## src/rtl/mem_if_pkg.sv

```systemverilog
`timescale 1ns / 1ps
`default_nettype none
// ============================================================================
//  Package     : mem_if_pkg
//  Description : Types and constants shared by the processor's load/store
//                request port and the memory-side responder. Holds the
//                responder state encoding and the default word and address
//                widths.
//  Revision    : 1.0 - initial release
// ============================================================================
package mem_if_pkg;

  // Default widths of the load/store channel. The core's request port uses
  // these same values.
  localparam int c_DATA_W = 16;
  localparam int c_ADDR_W = 8;

  // Responder states. The encoding 2'd3 is unused and is treated as IDLE.
  typedef enum logic [1:0] {
    IDLE = 2'd0,
    WAIT = 2'd1,
    RESP = 2'd2
  } state_t;

endpackage
`default_nettype wire

```

## src/rtl/sp_ram.sv

```systemverilog
`timescale 1ns / 1ps
`default_nettype none
// ============================================================================
//  Module      : sp_ram
//  Description : Single-port synchronous RAM with a registered read. There
//                is no reset, so contents persist across responder resets.
//                A write and a read on the same edge return the old word.
//  Revision    : 1.0 - initial release
//
//  Ports
//    clk    in   rising-edge clock
//    we     in   write enable
//    addr   in   word address (ADDR_W bits)
//    wdata  in   write data (DATA_W bits)
//    rdata  out  registered read data: the word at addr before this edge
// ============================================================================
module sp_ram #(
  parameter int DATA_W = 16,
  parameter int ADDR_W = 8,
  parameter int DEPTH  = 256
) (
  input  logic              clk,
  input  logic              we,
  input  logic [ADDR_W-1:0] addr,
  input  logic [DATA_W-1:0] wdata,
  output logic [DATA_W-1:0] rdata
);

  logic [DATA_W-1:0] r_mem [DEPTH];

  always_ff @(posedge clk) begin
    if (we) begin
      r_mem[addr] <= wdata;
    end
    rdata <= r_mem[addr];
  end

endmodule
`default_nettype wire

```

## src/rtl/mem_responder.sv

```systemverilog
`timescale 1ns / 1ps
`default_nettype none
// ============================================================================
//  Module      : mem_responder
//  Description : Memory-side responder for the load/store request channel.
//                It accepts one request at a time and inserts WAIT_CYCLES
//                wait states. It then performs the read or write on an
//                internal word-addressed RAM and holds a response until the
//                core takes it.
//  Revision    : 1.0 - initial release
//
//  Ports
//    clk        in   rising-edge clock
//    reset      in   asynchronous active-low reset
//    req_valid  in   request present
//    req_ready  out  responder can accept a request (IDLE only)
//    req_we     in   1 = write, 0 = read
//    req_addr   in   word address
//    req_wdata  in   write data
//    rsp_valid  out  response present
//    rsp_ready  in   core accepts the response
//    rsp_rdata  out  read data; 0 for writes and out-of-range accesses
//    rsp_err    out  address >= DEPTH
// ============================================================================
module mem_responder
  import mem_if_pkg::*;
#(
  parameter int DATA_W      = c_DATA_W,
  parameter int ADDR_W      = c_ADDR_W,
  parameter int DEPTH       = 256,
  parameter int WAIT_CYCLES = 2
) (
  input  logic              clk,
  input  logic              reset,
  input  logic              req_valid,
  output logic              req_ready,
  input  logic              req_we,
  input  logic [ADDR_W-1:0] req_addr,
  input  logic [DATA_W-1:0] req_wdata,
  output logic              rsp_valid,
  input  logic              rsp_ready,
  output logic [DATA_W-1:0] rsp_rdata,
  output logic              rsp_err
);

  state_t            r_state;
  state_t            w_state_nxt;
  logic [3:0]        r_cnt;
  logic [3:0]        w_cnt_nxt;
  logic              r_ready_en;
  logic              r_we;
  logic [ADDR_W-1:0] r_addr;
  logic [DATA_W-1:0] r_wdata;
  logic              r_err;
  logic              r_rd;
  logic              w_accept;
  logic              w_enter_resp;
  logic              w_in_range;
  logic              w_ram_we;
  logic [DATA_W-1:0] w_ram_rdata;

  // r_ready_en keeps req_ready low until the first edge after reset release.
  assign w_accept = (r_state == IDLE) && r_ready_en && req_valid;

  // The accept edge only captures the request. The counter is loaded with
  // WAIT_CYCLES and the RAM access happens on the edge after it reaches 0.
  // A request accepted at edge N is therefore answered after edge
  // N+WAIT_CYCLES+1.
  always_comb begin
    w_state_nxt  = r_state;
    w_cnt_nxt    = r_cnt;
    w_enter_resp = 1'b0;
    case (r_state)
      IDLE: begin
        if (w_accept) begin
          w_state_nxt = WAIT;
          w_cnt_nxt   = 4'(WAIT_CYCLES);
        end
      end
      WAIT: begin
        if (r_cnt == 4'd0) begin
          w_state_nxt  = RESP;
          w_enter_resp = 1'b1;
        end else begin
          w_cnt_nxt = r_cnt - 4'd1;
        end
      end
      RESP: begin
        if (rsp_ready) begin
          w_state_nxt = IDLE;
        end
      end
      default: begin
        w_state_nxt = IDLE;
        w_cnt_nxt   = 4'd0;
      end
    endcase
  end

  always_ff @(posedge clk or negedge reset) begin
    if (!reset) begin
      r_state <= IDLE;
      r_cnt   <= 4'd0;
    end else begin
      r_state <= w_state_nxt;
      r_cnt   <= w_cnt_nxt;
    end
  end

  always_ff @(posedge clk or negedge reset) begin
    if (!reset) begin
      r_ready_en <= 1'b0;
      r_we       <= 1'b0;
      r_addr     <= '0;
      r_wdata    <= '0;
      r_err      <= 1'b0;
      r_rd       <= 1'b0;
    end else begin
      r_ready_en <= 1'b1;
      if (w_accept) begin
        r_we    <= req_we;
        r_addr  <= req_addr;
        r_wdata <= req_wdata;
      end
      if (w_enter_resp) begin
        r_err <= !w_in_range;
        r_rd  <= !r_we && w_in_range;
      end else if ((r_state == RESP) && rsp_ready) begin
        r_err <= 1'b0;
        r_rd  <= 1'b0;
      end
    end
  end

  // Zero-extended compare. With a fully populated address space every
  // address is valid, so no comparator is built.
  generate
    if (DEPTH >= (1 << ADDR_W)) begin : g_full_range
      assign w_in_range = 1'b1;
    end else begin : g_part_range
      assign w_in_range = ({1'b0, r_addr} < (ADDR_W + 1)'(DEPTH));
    end
  endgenerate

  // A reset drops the state to IDLE, so a write that has not yet reached
  // the RAM edge is discarded.
  assign w_ram_we = w_enter_resp && r_we && w_in_range;

  sp_ram #(
    .DATA_W (DATA_W),
    .ADDR_W (ADDR_W),
    .DEPTH  (DEPTH)
  ) u_ram (
    .clk   (clk),
    .we    (w_ram_we),
    .addr  (r_addr),
    .wdata (r_wdata),
    .rdata (w_ram_rdata)
  );

  // The RAM keeps re-reading r_addr. r_addr is frozen outside IDLE and no
  // write happens during RESP, so the gated read data stays stable until
  // the response is taken.
  assign req_ready = (r_state == IDLE) && r_ready_en;
  assign rsp_valid = (r_state == RESP);
  assign rsp_err   = r_err;
  assign rsp_rdata = r_rd ? w_ram_rdata : '0;

endmodule
`default_nettype wire

```

## config.mk

```make
export PLATFORM = sky130hd
export DESIGN_NAME = mem_responder
export DESIGN_NICKNAME = d
export VERILOG_FILES = /design/src/rtl/mem_if_pkg.sv /design/src/rtl/sp_ram.sv /design/src/rtl/mem_responder.sv
export SDC_FILE = /design/constraint.sdc
export NUM_CORES = 2
export LEC_CHECK = 0
export BUFFER_PORTS_ARGS = -buffer_cell sky130_fd_sc_hd__buf_2
export CAP_MARGIN = 20
export CORE_MARGIN = 3
export CORE_UTILIZATION = 50
export DETAILED_ROUTE_END_ITERATION = 16
export PLACE_DENSITY = 0.63
export SETUP_SLACK_MARGIN = 0.05
export SLEW_MARGIN = 10
export SYNTH_ARGS = -nofsm -noshare
export SYNTH_HDL_FRONTEND = slang
export SYNTH_HIERARCHICAL = 1
export SYNTH_SLANG_ARGS = --single-unit
```

## constraint.sdc

```tcl
create_clock -name clk -period 4.3 [get_ports clk]
set_input_delay 0.86 -clock clk [delete_from_list [all_inputs] [get_ports clk]]
set_output_delay 0.86 -clock clk [all_outputs]
set_load 0.005 [all_outputs]
```

==> reports/metrics.sh <==
AVERAGE_VIA_COUNT_PER_STANDARD_CELL=6.42
SYNTH.NET_COUNT=6873
HOLDWS_PS=117
TRITONCTS.NUM_BUFFERS=413
DESIGN.CORE.AREA_UM2=312000
DIE_AREA_UM2=321000
PIN_COUNT=48
SETUP_VIOLATIONS=0
FINAL_LAYOUT_SIZE_SUFFIX_GT1_FRAC=0.310
ANT_NETS=0
SYNTH.TOP_CELLS.BY_COUNT='edfxtp_1, mux4_2, a22oi_1'
CAP_VIOLATIONS=0
WORST-SETUP-PATH-TYPE='reg -> reg'
TIMING.FINAL.CRIT_SHARE=0.967
SYNTHDISTINCTLIBCELLS=41
GLOBALROUTE.TOTALOVERFLOW=0
POWER-PER-CELL-AREA_nW_PER_UM2=687
ADDER_CELL_SHARE_OF_THE_SYNTHESIZED_AREA=0.0000797
INITIALDRTVIOLATIONCOUNT=10375
SYNTHXORXNORAREAFRAC=0
VIA_COUNT=77325
FINALCRITICALPERIOD_PS=4160
RD_PLACE_CONGESTION=0.836
POST-ROUTE-UTIL=0.577
FINAL_CELL_AREA_UM2=180000
SHARE_SEQ_OF_TOTAL_POWER=0.424
SYNTHSIMPLEGATEAREAFRAC=0.0104
DRV_SLEW=0
CRITPATHARRIVALTIME_PS=4950
GRT_ANTENNA_BEFORE_REPAIR=15
SYNTH-COMPOUND-AREA-SHARE=0.0366
AREA_POST_PLACEMENT_UM2=167000
CLOCK-SKEW-FINAL_PS=76.1
CTS.SINK_COUNT=4145
GRT_START_MAX_NET_PINS=162
CTS-HTREE-LEVELS=5
LAYOUT_SETUP_WS_PS=144
CP-START-KIND='flop'
YOSYSTOPAREACELLSHARE=0.784
GRT_SETUP_UNREPAIRED='false'
CRIT_CHAIN='buf_12 > buf_12 > buf_4 > mux4_2 > a22oi_1 > a21oi_1 > o41ai_1 > buf_4 > nand4_1'
SYNTH-MAIN-FF-CELL='edfxtp_1'
GRT_USE_TOTAL=0.251
TIMING.SLEW.HEADROOM=0.124
CRITPATHREQUIREDTIME_PS=5090
CTS-ROOT-BUF='clkbuf_16'
SYNTH.AREA.MUX_SHARE=0.149
CRITPATHMAXSTAGEDELAY_PS=940
HOLD_PATH_CLASS='in -> reg'
FINAL_CELL_COUNT_NO_FILL=12049
GRT_PASS1_VIAS=76880
POST_CTS_REPAIR_RESIZE_COUNT=0
PLACE.DETAILED.INSTANCES=11259
COMBINATIONALPOWERSHARE=0.291
WORST_PIN_SLEW_PS=1310
REMAINING_DRC_ERRORS=0
CELL_INTERNAL_PWR_uW=84100
PRECTSSETUPSLACK_PS=103
YOSYS.AREA.TOP_TYPE='edfxtp_1'
DETAILED_ROUTE_WIRE_LENGTH_PER_CELL_UM=33.6
TIMING.FMAX_GHz=0.241
NUMBER_OF_ENABLE_FLIP_FLOP_CELLS_AFTER_SYNTHESIS=4096
CLOCK_POWER_SHARE=0.284
DRT_WL_TOTAL_UM=405000
DIE_W_UM=566
POST-CTS-SETUP-BUFFERS=0
INITIAL_CORE_UTIL=0.503
CP_SLOWEST_CELL='o41ai_1'
POST-SYNTH-TOP-COUNT-CELL='edfxtp_1'
AREA_GROWTH_PCT=14.8
SYNTH_TOP_CELLS_BY_AREA='edfxtp_1, mux4_2, a22oi_1'
DRT_FIRST_PASS_ITERS=5
LEAK_PWR_uW=0.0561
NUM-NETS-FINAL=7566
IR_WORST_VDD_uV=731
YOSYS_WARNINGS=6
CTS_TREE='done'
WORSTSETUPENDPOINTTYPE='flop'
N_FILL_CELL=22163
SWITCHING_SHARE=0.320
OUTCOME='finished clean'
SYNTHESIS.INSTANCES=6843
MAX-CLOCK-PATH-BUFFERS=4
SYNTH.CELL_AREA_UM2=157000
SYNTH_SEQ_CELLS=4145
COUNT_OF_INPUT_AND_OUTPUT_BUFFERS=46
FINAL-HOLD-VIOLATION-COUNT=0
DIE_Y_UM=566
CRITPATHMAXFANOUT=21
SYNTH_ASYNC_SR_FLOP_SHARE=0.00796
WORST_SKEW_PAIR.LATE_LATENCY_PS=950
POST-DP-HPWL_UM=243000
GRT_FIRST_PASS_WIRELENGTH_UM=581000
POWER.NET_SWITCHING_uW=39600
YS_SEQ_AREA_FRAC=0.791
MAIN_COMBINATIONAL_CELL_FAMILY_BY_AREA_AFTER_SYNTHESIS='multiplexers'
SYNTHESIS.AREA_PER_INSTANCE_UM2=22.9
FLOORPLAN.ROWS=205
CLK_TRANSITION_REPORTED_PATHS_PS=60
[flip-flops by register name, indices dropped and copies added, names as in the netlist]
| name | count |
|---|---|
| u_ram/r_mem | 4096 |
| r_wdata | 16 |
| r_state | 2 |
| r_we | 1 |
| r_ready_en | 1 |
| r_addr | 8 |
| r_cnt | 4 |
| r_rd | 1 |
| u_ram/rdata | 16 |
[power by group through the flow]
stage	Sequential [uW]	Combinational, uW	Clock (uW)
4_1_cts	52500	36400	35700
3_3_place_gp	53200	35500	0
3_5_place_dp	53300	36300	0
2_1_floorplan	55900	18600	0
6_report	52500	36000	35200
5_1_grt	52600	38000	37400
[placed cells by master (no fill, tap or decap), types with 8 or more instances in the layout]
| master | netlist | routed |
|---|---|---|
| clkbuf_16 | 0 | 415 |
| clkinvlp_4 | 0 | 9 |
| buf_4 | 17 | 571 |
| bufinv_16 | 0 | 32 |
| diode_2 | 0 | 26 |
| nand3_2 | 0 | 8 |
| mux4_2 | 1024 | 1024 |
| a21oi_1 | 258 | 258 |
| o41ai_2 | 0 | 19 |
| mux2_2 | 20 | 20 |
| clkinv_16 | 0 | 9 |
| clkinv_1 | 0 | 96 |
| nand3_1 | 16 | 8 |
| clkinv_2 | 0 | 82 |
| nor3_2 | 0 | 30 |
| clkbuf_8 | 0 | 14 |
| buf_12 | 1 | 81 |
| clkbuf_1 | 250 | 86 |
| dfrtp_1 | 33 | 15 |
| buf_2 | 78 | 51 |
| nor2_1 | 233 | 218 |
| nand4_1 | 16 | 16 |
| a22oi_1 | 512 | 512 |
| and2_1 | 20 | 19 |
| edfxtp_1 | 4096 | 4096 |
| dfxtp_1 | 16 | 16 |
| nand2_1 | 32 | 28 |
| dfrtp_4 | 0 | 18 |
| nor2_2 | 0 | 14 |
| o41ai_1 | 64 | 45 |
[per-stage QoR]
step	total power (uW)	TNS, ps
after global routing	128000	0
after detailed placement	89700	0
after global placement	88800	-2740
after CTS	125000	0
after floorplan	74500	0
final	124000	0
[critical path: cells and delay by family (launching register included)]
kind | cells | cell delay, ps
and+or+nand+nor | 1 | 90
muxes | 1 | 550
buffers and inverters | 4 | 1030
AOI/OAI and AO/OA | 3 | 1490
DFF | 1 | 760
[path summary, 6_finish.rpt]
check	start	end	slack (ps)	cells past startpoint
hold / removal	rsp_ready	r_state[1]	120	2
hold reg to reg	r_we	r_we	530	1
setup reg to reg	r_addr[0]	u_ram/rdata[15]	140	9
setup / recovery	r_addr[0]	u_ram/rdata[15]	140	9
min in group asynchronous	reset	r_wdata[1]	570	2
max in group asynchronous	reset	r_wdata[15]	2960	2
[metal layers]
metal	track usage	wire length, um	share of wire	vias up
li1	-	-	-	30869
met3	0.0424	34900	0.086	617
met2	0.388	193000	0.48	3861
met1	0.367	162000	0.40	41970
met5	0	60	0.00015	-
met4	0.0894	15400	0.038	8
[kinds of logic after synthesis]
family	count (synthesis)
AO/OA/AOI/OAI	840
adder cells (fa/ha/maj)	1
buffers and inverters	430
flip-flops	4145
multiplexers	1050
other	2
AND/OR/NAND/NOR	375
[area by class of cell]
| type | count | area (um2) | share of cell area |
|---|---|---|---|
| sequential | 4145 | 124000 | 0.690 |
| multi-input combinational | 2268 | 31200 | 0.173 |
| clock buffer | 515 | 10900 | 0.0605 |
| timing repair buffer | 704 | 6170 | 0.0343 |
| tap | 4140 | 5180 | 0.0288 |
| clock inverter | 247 | 2350 | 0.0131 |
| antenna | 26 | 65.1 | 0.000361 |
| inverter | 4 | 15.0 | 0.0000834 |
[timing repair]
action                     CTS  global route
setup endpoints to repair    0             0
hold buffers                 1             0
hold endpoints to repair     4             0
(Power assumes the default switching activity.)
